**src/rtl/bitline_serial_subtractor.sv**
```systemverilog
// bitline_serial_subtractor
//   Bit-serial unsigned subtractor (x - y) fed LSB first, one bit pair per
//   accepted cycle. Each difference bit is registered and emitted one cycle
//   after acceptance. The full WIDTH-bit difference and the final borrow are
//   held until the consumer acknowledges them.
//
// Ports
//   clk, rst_n              : clock, synchronous active-low reset
//   start                   : begin an operation (IDLE, or DONE with result_ack)
//   bit_valid               : x_bitline / y_bitline carry a bit pair
//   x_bitline, y_bitline    : minuend / subtrahend bits, LSB first
//   busy                    : operation in progress
//   diff_bit, diff_valid    : registered difference bit and its one-cycle qualifier
//   result, borrow_out      : assembled difference and underflow flag (valid while done)
//   done                    : result held for the consumer
//   result_ack              : consumer accepts result
module bitline_serial_subtractor #(
  parameter int WIDTH = 8,
  parameter int CNT_W = $clog2(WIDTH+1)
) (
  input  logic             clk,
  input  logic             rst_n,
  input  logic             start,
  input  logic             bit_valid,
  input  logic             x_bitline,
  input  logic             y_bitline,
  output logic             busy,
  output logic             diff_bit,
  output logic             diff_valid,
  output logic [WIDTH-1:0] result,
  output logic             borrow_out,
  output logic             done,
  input  logic             result_ack
);

  typedef enum logic [1:0] {S_IDLE, S_RUN, S_DONE} state_t;

  localparam logic [CNT_W-1:0] LAST_CNT = CNT_W'(WIDTH-1);

  state_t           r_state, w_state_nxt;
  logic             r_borrow;
  logic [CNT_W-1:0] r_cnt;
  logic [WIDTH-1:0] r_shreg;
  logic             r_diff_bit, r_diff_valid;
  logic [WIDTH-1:0] r_result;
  logic             r_borrow_out;

  logic             w_init, w_accept, w_last;
  logic             w_d, w_borrow_nxt;
  logic [WIDTH-1:0] w_shreg_nxt;

  // Full-subtractor cell on the current bit pair and running borrow.
  assign w_d          = x_bitline ^ y_bitline ^ r_borrow;
  assign w_borrow_nxt = (~x_bitline & y_bitline) | (~(x_bitline ^ y_bitline) & r_borrow);
  // LSB-first bits enter at the top; after WIDTH shifts bit 0 sits at [0].
  assign w_shreg_nxt  = {w_d, r_shreg[WIDTH-1:1]};

  always_ff @(posedge clk) begin
    if (!rst_n) r_state <= S_IDLE;
    else        r_state <= w_state_nxt;
  end

  always_comb begin
    w_state_nxt = r_state;
    w_init      = 1'b0;
    w_accept    = 1'b0;
    w_last      = 1'b0;
    case (r_state)
      S_IDLE: begin
        if (start) begin
          w_state_nxt = S_RUN;
          w_init      = 1'b1;
        end
      end
      S_RUN: begin
        if (bit_valid) begin
          w_accept = 1'b1;
          if (r_cnt == LAST_CNT) begin
            w_last      = 1'b1;
            w_state_nxt = S_DONE;
          end
        end
      end
      S_DONE: begin
        // start alone is ignored; with ack it chains straight into a new run
        if (result_ack) begin
          if (start) begin
            w_state_nxt = S_RUN;
            w_init      = 1'b1;
          end else begin
            w_state_nxt = S_IDLE;
          end
        end
      end
      default: w_state_nxt = S_IDLE;
    endcase
  end

  always_ff @(posedge clk) begin
    if (!rst_n) begin
      r_borrow     <= 1'b0;
      r_cnt        <= '0;
      r_shreg      <= '0;
      r_diff_bit   <= 1'b0;
      r_diff_valid <= 1'b0;
      r_result     <= '0;
      r_borrow_out <= 1'b0;
    end else begin
      r_diff_valid <= w_accept;
      if (w_init) begin
        r_borrow <= 1'b0;
        r_cnt    <= '0;
        r_shreg  <= '0;
      end else if (w_accept) begin
        r_diff_bit <= w_d;
        r_borrow   <= w_borrow_nxt;
        r_cnt      <= r_cnt + 1'b1;
        r_shreg    <= w_shreg_nxt;
        if (w_last) begin
          r_result     <= w_shreg_nxt;
          r_borrow_out <= w_borrow_nxt;
        end
      end
    end
  end

  assign busy       = (r_state == S_RUN);
  assign done       = (r_state == S_DONE);
  assign diff_bit   = r_diff_bit;
  assign diff_valid = r_diff_valid;
  assign result     = r_result;
  assign borrow_out = r_borrow_out;

endmodule

```
**config.mk**
```make
export PLATFORM = sky130hd
export DESIGN_NAME = bitline_serial_subtractor
export DESIGN_NICKNAME = d
export VERILOG_FILES = /design/src/rtl/bitline_serial_subtractor.sv
export SDC_FILE = /design/constraint.sdc
export NUM_CORES = 1
export LEC_CHECK = 0
export CELL_PAD_IN_SITES_DETAIL_PLACEMENT = 0
export CELL_PAD_IN_SITES_GLOBAL_PLACEMENT = 1
export CORE_UTILIZATION = 40
export CTS_BUF_LIST = sky130_fd_sc_hd__clkbuf_4
export CTS_CLUSTER_SIZE = 20
export DETAILED_ROUTE_END_ITERATION = 8
export PLACE_DENSITY_LB_ADDON = 0.1
export SLEW_MARGIN = 20
export SYNTH_ARGS = -nofsm -noshare
export SYNTH_HDL_FRONTEND = slang
export SYNTH_SLANG_ARGS = --single-unit
export TNS_END_PERCENT = 50
```
**constraint.sdc**
```tcl
create_clock -name clk -period 1.6 [get_ports clk]
set_clock_uncertainty 0.15 [all_clocks]
set_input_delay 0.32 -clock clk [delete_from_list [all_inputs] [get_ports clk]]
set_output_delay 0.32 -clock clk [all_outputs]
set_load 0.005 [all_outputs]
```
==> results of run 1 <==
## per-stage QoR
stage / TNS [ns] / power [mW] / std cells
4_1_cts: -0.0376 / 1.05 / 175
6_report: -0.00503 / 1.04 / 180
3_5_place_dp: -3.13 / 0.753 / 170
5_1_grt: -0.197 / 1.09 / 180
3_3_place_gp: -2.24 / 0.753 / 170
2_1_floorplan: 0 / 0.702 / 114
## placed cells by master (no fill, tap or decap), drive strengths merged, types with 2 or more instances in the layout
cell,instances
inv,4
clkbuf,4
clkdlybuf4s50,6
dlygate4sd2,11
mux2i,9
nand2,34
nor2b,3
buf,19
nand2b,2
a21oi,10
nand4b,2
dfxtp,25
nor2,5
## synthesized netlist by cell type, types with 2 or more instances
cell type,n
a21oi_1,2
a21oi_2,8
buf_2,3
buf_4,2
dfxtp_1,25
inv_1,3
mux2i_1,9
nand2_1,34
nand2b_1,2
nand4b_1,2
nor2_1,5
nor2b_1,3
## routing by layer
metal	wire [microns]	part of all wire	track usage	up-vias
met4	42	0.020	0.0789	0
li1	-	-	-	444
met5	0	0	0	-
met1	1050	0.50	0.200	401
met2	935	0.44	0.268	20
met3	78	0.037	0.0345	5
## worst min-delay path by stage
stage          startpoint   endpoint  slack, ns  cells past startpoint
5_1_grt         result[5]  result[5]       0.33                      2
3_5_place_dp    result[2]  result[2]       0.30                      2
3_3_place_gp    result[1]  result[1]       0.29                      2
4_1_cts         result[5]  result[5]       0.31                      2
2_1_floorplan  r_shreg[1]  result[0]       0.29                      2
6_report        result[6]  result[6]       0.31                      2
## critical path, cell delays in order (launching register included)
cell and delay, ns:
dfxtp_2 0.34, buf_4 0.13, nor2b_2 0.13, clkdlybuf4s15_2 0.22
## layout make-up
class | instances | area [sq um]
flip-flops and latches | 25 | 520
fillers | 249 | 1040
well taps | 30 | 37.5
repair buffers | 38 | 324
multi-input cells | 79 | 513
inverters | 4 | 15.0
clock buffers | 4 | 30.0
## report_power, final
| part | switching (mW) | leakage, nW | total, mW | internal, mW |
|---|---|---|---|---|
| logic | 0.0541 | 0.346 | 0.109 | 0.0550 |
| registers | 0.00440 | 0.209 | 0.634 | 0.629 |
| clock network | 0.183 | 0.0184 | 0.297 | 0.114 |
| total | 0.241 | 0.574 | 1.04 | 0.799 |
## logic make-up (layout without fill, tap and decap cells)
kind of cell,count (synthesis),count (layout),synth area share
flops,25,25,0.478
buf+inv,10,46,0.0538
xor+xnor,2,2,0.0167
compound gates,15,15,0.117
fa+ha+maj,2,2,0.0311
simple gates,51,51,0.217
mux,9,9,0.0860
## flip-flops by register name, summed over array words and instances, names as in the netlist
register and count:
r_shreg 7, diff_valid 1, diff_bit 1, borrow_out 1, r_state 2, r_cnt 4, r_borrow 1, result 8
## what timing repair did
| item | 4_1_cts | 5_1_grt |
|---|---|---|
| cloned | 0 | 1 |
| gates resized for setup | 28 | 10 |
| setup buffers | 1 | 4 |
| endpoints found under the setup margin | 13 | 11 |
==> impl_metrics.json, run 1 <==
{
  "io_buffers": 19,
  "arrival_ns": 1.14,
  "ys.flop_type": "dfxtp_1",
  "setup_ws_ns": -0.00503,
  "fp.dieH_microns": 53.2,
  "overflow": 0,
  "syn_inst": 114,
  "r2r-start": "r_cnt[0]",
  "syn_area_sq_mm": 0.00105,
  "synth-seq-cells": 25,
  "synthTopCellsByArea": "dfxtp_1 48%, nand2_1 12%, mux2i_1 8.6%",
  "worst-r2r-setup-slack_ns": 0.04,
  "yosys.area.top_type": "dfxtp_1",
  "wirelength_microns": 2100,
  "fin_crit_sh": 1.00,
  "grt_usage": 0.163,
  "die_area_sq_mm": 0.00283,
  "synthDistinctLibCells": 28,
  "synth_warnings": 0,
  "viasPerCell": 4.83,
  "grt_pass1_vias": 758,
  "rows": 18,
  "dp_hpwl_microns": 1400,
  "area_delta_synth_final_pct": 37.5,
  "cts_sinks": 25,
  "status": "finished, violations left",
  "async_reset_ff_frac": 0,
  "grt_pass1_wl_microns": 3280,
  "fp.dieW_microns": 53.2,
  "dr_total_vias": 870,
  "synth_top_area_frac": 0.478,
  "root_buffer": "clkbuf_4",
  "nets": 160,
  "floorplan.initialDensity": 0.423,
  "power_leakage_nw": 0.574,
  "slew-limit-headroom": 0.849,
  "holdWs_ns": 0.309,
  "htree_levels": 1,
  "drv_cap": 0,
  "irDropWorstVdd_uv": 571,
  "core_sq_mm": 0.00248,
  "path_clk_slew_ns": 0.13,
  "ys_seq_area_frac": 0.478,
  "first_pass_iters": 4,
  "num_antenna_cells": 0,
  "clock_path_buffers": 2,
  "drtIter0Drc": 23,
  "ctsHoldBuffers": 0,
  "cp-start-kind": "flop",
  "criticalPathCategory": "reg -> out",
  "layout-drive-gt1-share": 0.347,
  "worst_pin_slew_ns": 0.226,
  "wl_per_cell_microns": 11.7,
  "clk_latency_ns": 0.31,
  "dp_slack_ns": -0.238,
  "grt_start_max_net_pins": 20,
  "worstSetupEndpointType": "output pin",
  "min_path_type": "reg -> reg",
  "synth_edf_count": 0,
  "ant_nets": 0,
  "drc": 0,
  "cp_max_fo": 2,
  "final_area_sq_mm": 0.00144,
  "setup_viol": 1,
  "r2r_end": "result[3]",
  "violations": "negative setup slack",
  "cts_made_buffers": 3,
  "syn_avg_cell_area_sq_um": 9.19,
  "final_util": 0.581,
  "place.gp.congestion": 0.711,
  "rsz0062_at_grt": "yes",
  "synth.net_count": 123,
  "cts_tree": "built",
  "fmax_mhz": 623,
  "cp-endpoint": "done",
  "min_period_ns": 1.61,
  "reg2regPathDepth": 6,
  "drv_slew": 0,
  "dpl-instance-area_sq_mm": 0.00133,
  "hold_viol": 0,
  "io_pins": 20,
  "crit_path_start": "r_state[0]",
  "antenna_found_initial": 0,
  "crit_required_ns": 1.13,
  "p_per_area_mw_per_mm2": 722
}
No activity file was read; power rests on OpenSTA's default activity.
==> run 2: changes to the inputs <==
--- a/config.mk
+++ b/config.mk
@@ -11,7 +11,7 @@
 export CTS_BUF_LIST = sky130_fd_sc_hd__clkbuf_4
 export CTS_CLUSTER_SIZE = 20
 export DETAILED_ROUTE_END_ITERATION = 8
-export PLACE_DENSITY_LB_ADDON = 0.1
+export PLACE_DENSITY = 0.88
 export SLEW_MARGIN = 20
 export SYNTH_ARGS = -nofsm -noshare
 export SYNTH_HDL_FRONTEND = slang
==> run 2 against run 1 <==
The run now ends clean. Largest cell class unchanged. Fmax is 3.1% higher. Combinational power hardly changed. First-iteration DRC count is 52% lower. Clock-buffer cell count stayed put. Hold slack worse by 0.018 ns. Worst setup slack better by 0.048 ns. Global-route usage is 1.6 points higher. Core utilization is 0.91 points lower. Routed wire length is 8.6% higher. Final area is 1.6% lower. Sequential cell count stayed put. Largest power group unchanged. Critical path depth is 2 higher.
==> impl_metrics.json, run 2 (same netlist as run 1, synthesis figures left out) <==
{
  "crit_required_ns": 1.70,
  "drv_cap": 0,
  "p_total_mw": 1.04,
  "status": "finished clean",
  "first_pass_iters": 4,
  "holdWs_ns": 0.290,
  "core_sq_mm": 0.00248,
  "antenna_found_initial": 0,
  "wl_per_cell_microns": 12.8,
  "min_period_ns": 1.56,
  "htree_levels": 1,
  "setup_ws_ns": 0.0432,
  "dr_total_vias": 857,
  "grt_pass1_vias": 843,
  "fmax_mhz": 642,
  "cp-start-kind": "flop",
  "cp_max_fo": 5,
  "dp_slack_ns": -0.210,
  "min_path_type": "in -> reg",
  "ctsHoldBuffers": 0,
  "dpl-instance-area_sq_mm": 0.00132,
  "setup_tns_ns": 0,
  "final_area_sq_mm": 0.00142,
  "nets": 158,
  "drv_slew": 0,
  "worst_pin_slew_ns": 0.233,
  "p_per_area_mw_per_mm2": 736,
  "fp.dieW_microns": 53.2,
  "grt_pass1_wl_microns": 3630,
  "rows": 18,
  "drtIter0Drc": 11,
  "final_util": 0.572,
  "slew-limit-headroom": 0.844,
  "final_common_cell": "nand2_1",
  "grt_usage": 0.179,
  "path_clk_slew_ns": 0.14,
  "io_pins": 20,
  "viasPerCell": 4.81,
  "fp.dieH_microns": 53.2,
  "cts_sinks": 25,
  "cts_made_buffers": 3,
  "clock_path_buffers": 2,
  "fin_crit_sh": 0.973,
  "finalNonFillerCells": 178,
  "drc": 0,
  "irDropWorstVdd_uv": 460,
  "num_antenna_cells": 0,
  "arrival_ns": 1.66,
  "layout-drive-gt1-share": 0.338,
  "cts_tree": "built",
  "grt_start_max_net_pins": 20,
  "rsz0062_at_grt": "yes",
  "criticalPathCategory": "reg -> reg",
  "io_buffers": 19,
  "power_leakage_nw": 0.561,
  "ant_nets": 0,
  "mostFrequentLayoutCells": "34 x nand2_1, 16 x buf_4, 14 x dfxtp_2",
  "dp_hpwl_microns": 1530,
  "place.gp.congestion": 0.693,
  "dp_cells": 169,
  "root_buffer": "clkbuf_4",
  "area_delta_synth_final_pct": 35.4,
  "wirelength_microns": 2290,
  "clk_latency_ns": 0.31,
  "worst-r2r-setup-slack_ns": 0.04,
  "hold_viol": 0,
  "die_area_sq_mm": 0.00283,
  "largest_register_ffs": 8,
  "floorplan.initialDensity": 0.423,
  "setup_viol": 0,
  "overflow": 0,
  "worstSetupEndpointType": "flop"
}
[run 2: cell count changes in the layout (fill, tap and decap cells not counted)]
| cell | delta |
|---|---|
| buf_2 | -1 |
| buf_4 | -1 |
| clkbuf_2 | +1 |
| clkdlybuf4s15_2 | -1 |
| clkdlybuf4s50_1 | -1 |
| dfxtp_2 | +1 |
| dfxtp_4 | -1 |
| dlygate4sd2_1 | +1 |
[run 2: worst paths after layout]
check / from / endpoint / cells past startpoint
hold / removal: bit_valid / r_cnt[2] / 4
setup / recovery: r_cnt[1] / borrow_out / 5
setup reg to reg: r_cnt[1] / borrow_out / 5
hold reg to reg: result[3] / result[3] / 2
[run 2: power breakdown]
part / switching [mW] / leakage [nW] / internal, mW
combinational: 0.0550 / 0.334 / 0.0518
sequential: 0.00526 / 0.209 / 0.630
clock: 0.186 / 0.0184 / 0.114
[run 2: what timing repair did]
item / in CTS / in global routing
buffers inserted: 2 / 2
cloned: 0 / 1
setup endpoints to repair: 13 / 9
pin swaps: 0 / 2
gates resized for setup: 28 / 12
[run 2: area by class of cell]
class | instances | area, sq um
fillers | 242 | 1060
flip-flops and latches | 25 | 518
multi-input cells | 79 | 513
repair buffers | 36 | 304
well taps | 30 | 37.5
clock buffers | 4 | 30.0
inverters | 4 | 15.0
[run 2: critical path, cell delays in order (launching register included)]
cell and delay, ns:
dfxtp_2 0.38, ha_4 0.14, nand4b_1 0.14, nor3_2 0.29, buf_4 0.22, mux2i_1 0.18
[run 2: per-layer routing]
layer | GRT usage | up-vias | part of all wire | wire [microns]
met5 | 0 | - | 0 | 0
met4 | 0.0658 | 0 | 0.0053 | 12
met3 | 0.0259 | 2 | 0.026 | 60
met2 | 0.325 | 14 | 0.52 | 1190
met1 | 0.209 | 400 | 0.45 | 1020
li1 | - | 441 | - | -
==> run 3: changes to the inputs <==
--- a/config.mk
+++ b/config.mk
@@ -7,10 +7,12 @@
 export LEC_CHECK = 0
 export CELL_PAD_IN_SITES_DETAIL_PLACEMENT = 0
 export CELL_PAD_IN_SITES_GLOBAL_PLACEMENT = 1
+export CORE_ASPECT_RATIO = 1.75
 export CORE_UTILIZATION = 40
 export CTS_BUF_LIST = sky130_fd_sc_hd__clkbuf_4
 export CTS_CLUSTER_SIZE = 20
 export DETAILED_ROUTE_END_ITERATION = 8
+export MAX_ROUTING_LAYER = met4
 export PLACE_DENSITY = 0.88
 export SLEW_MARGIN = 20
 export SYNTH_ARGS = -nofsm -noshare
==> run 3 against run 2 <==
Register-to-register slack better by 0.02 ns. Non-clock buffer count did not move. First-iteration DRC count up 9.1%. Global-route usage is 0.81 points lower. Worst setup slack better by 0.021 ns. Combinational power is essentially flat. Die area up 0.30%. Final cell count down 2.2%. Largest cell class unchanged.
==> impl_metrics.json, run 3 (same netlist as run 1, synthesis figures left out) <==
{
  "io_buffers": 19,
  "cts_tree": "built",
  "criticalPathCategory": "reg -> reg",
  "rows": 24,
  "mostFrequentLayoutCells": "34 x nand2_1, 16 x buf_4, 14 x dfxtp_2",
  "cts_sinks": 25,
  "viasPerCell": 4.83,
  "fmax_mhz": 651,
  "power_leakage_nw": 0.557,
  "final_common_cell": "nand2_1",
  "arrival_ns": 1.63,
  "grt_start_max_net_pins": 20,
  "fillCellCount": 253,
  "worst_pin_slew_ns": 0.213,
  "drv_cap": 0,
  "area_delta_synth_final_pct": 34.3,
  "rsz0062_at_grt": "no",
  "p_total_mw": 1.04,
  "grt_pass1_vias": 798,
  "nets": 158,
  "dr_total_vias": 841,
  "layout-drive-gt1-share": 0.331,
  "min_path_type": "reg -> reg",
  "dpl-instance-area_sq_mm": 0.00134,
  "setup_ws_ns": 0.0639,
  "fp.dieH_microns": 69.7,
  "final_area_sq_mm": 0.00141,
  "hold_viol": 0,
  "min_period_ns": 1.54,
  "fin_crit_sh": 0.960,
  "setup_viol": 0,
  "wl_per_cell_microns": 12.1,
  "finalNonFillerCells": 174,
  "htree_levels": 1,
  "crit_required_ns": 1.70,
  "setup_tns_ns": 0,
  "first_pass_iters": 4,
  "dp_hpwl_microns": 1500,
  "p_per_area_mw_per_mm2": 740,
  "core_sq_mm": 0.00249,
  "irDropWorstVdd_uv": 498,
  "ctsHoldBuffers": 0,
  "place.gp.congestion": 0.696,
  "root_buffer": "clkbuf_4",
  "drv_slew": 0,
  "grt_usage": 0.171,
  "antenna_found_initial": 0,
  "overflow": 0,
  "worstSetupEndpointType": "flop",
  "num_antenna_cells": 0,
  "die_area_sq_mm": 0.00283,
  "cp_max_fo": 5,
  "slew-limit-headroom": 0.857,
  "grt_pass1_wl_microns": 3350,
  "status": "finished clean",
  "clk_latency_ns": 0.32,
  "path_clk_slew_ns": 0.13,
  "fp.dieW_microns": 40.7,
  "dp_slack_ns": -0.185,
  "floorplan.initialDensity": 0.420,
  "wirelength_microns": 2100,
  "cp-start-kind": "flop",
  "drtIter0Drc": 12,
  "dp_cells": 166,
  "ant_nets": 0,
  "io_pins": 20,
  "drc": 0,
  "largest_register_ffs": 8,
  "clock_path_buffers": 2,
  "cts_made_buffers": 3
}
[run 3: changes by cell type in the layout (fill, tap and decap cells not counted), sizes merged]
cell           delta
clkdlybuf4s50     +1
dlymetal6s2s      -1
[run 3: worst paths after layout]
kind / start / endpoint / slack, ns / cells past startpoint
max: r_cnt[0] / result[3] / 0.06 / 5
min reg2reg: result[7] / result[7] / 0.31 / 2
min: result[7] / result[7] / 0.31 / 2
max reg2reg: r_cnt[0] / result[3] / 0.06 / 5
[run 3: power by group]
part / total (mW) / switching (mW) / internal, mW
Clock: 0.298 / 0.183 / 0.114
Combinational: 0.108 / 0.0528 / 0.0547
Sequential: 0.635 / 0.00489 / 0.630
Total: 1.04 / 0.241 / 0.799
[run 3: area by class of cell]
class                      instances  area (sq um)  share of cell area
sequential                        25           518               0.368
multi-input combinational         79           500               0.356
timing repair buffer              36           310               0.221
tap                               26          32.5              0.0231
clock buffer                       4          30.0              0.0214
inverter                           4          15.0              0.0107
[run 3: timing repair]
item / CTS / global route
resized for setup: 28 / 8
endpoints found under the setup margin: 13 / 10
endpoints found under the hold margin: 0 / 0
cloned: 0 / 1
pin swaps: 0 / 2
buffers inserted: 2 / 1
[run 3: per-stage QoR]
| stage | hold WS [ns] | utilization |
|---|---|---|
| final | 0.309 | 0.564 |
| after global placement | 0.290 | 0.537 |
| after global routing | 0.328 | 0.564 |
| after floorplan | 0.288 | - |
| after detailed placement | 0.295 | 0.537 |
| after CTS | 0.312 | 0.557 |
[run 3: metal layers]
metal / vias up / global-route usage / part of all wire
met5: - / - / 0
met4: 0 / 0.0778 / 0.018
li1: 442 / - / -
met3: 4 / 0.0192 / 0.019
met2: 11 / 0.279 / 0.55
met1: 384 / 0.193 / 0.41
[run 3: worst max-delay path, cell delays in order, from the launching register on]
cell	delay (ns)
dfxtp_2	0.37
ha_1	0.17
nand4b_1	0.14
nor3_2	0.25
buf_4	0.21
mux2i_1	0.19
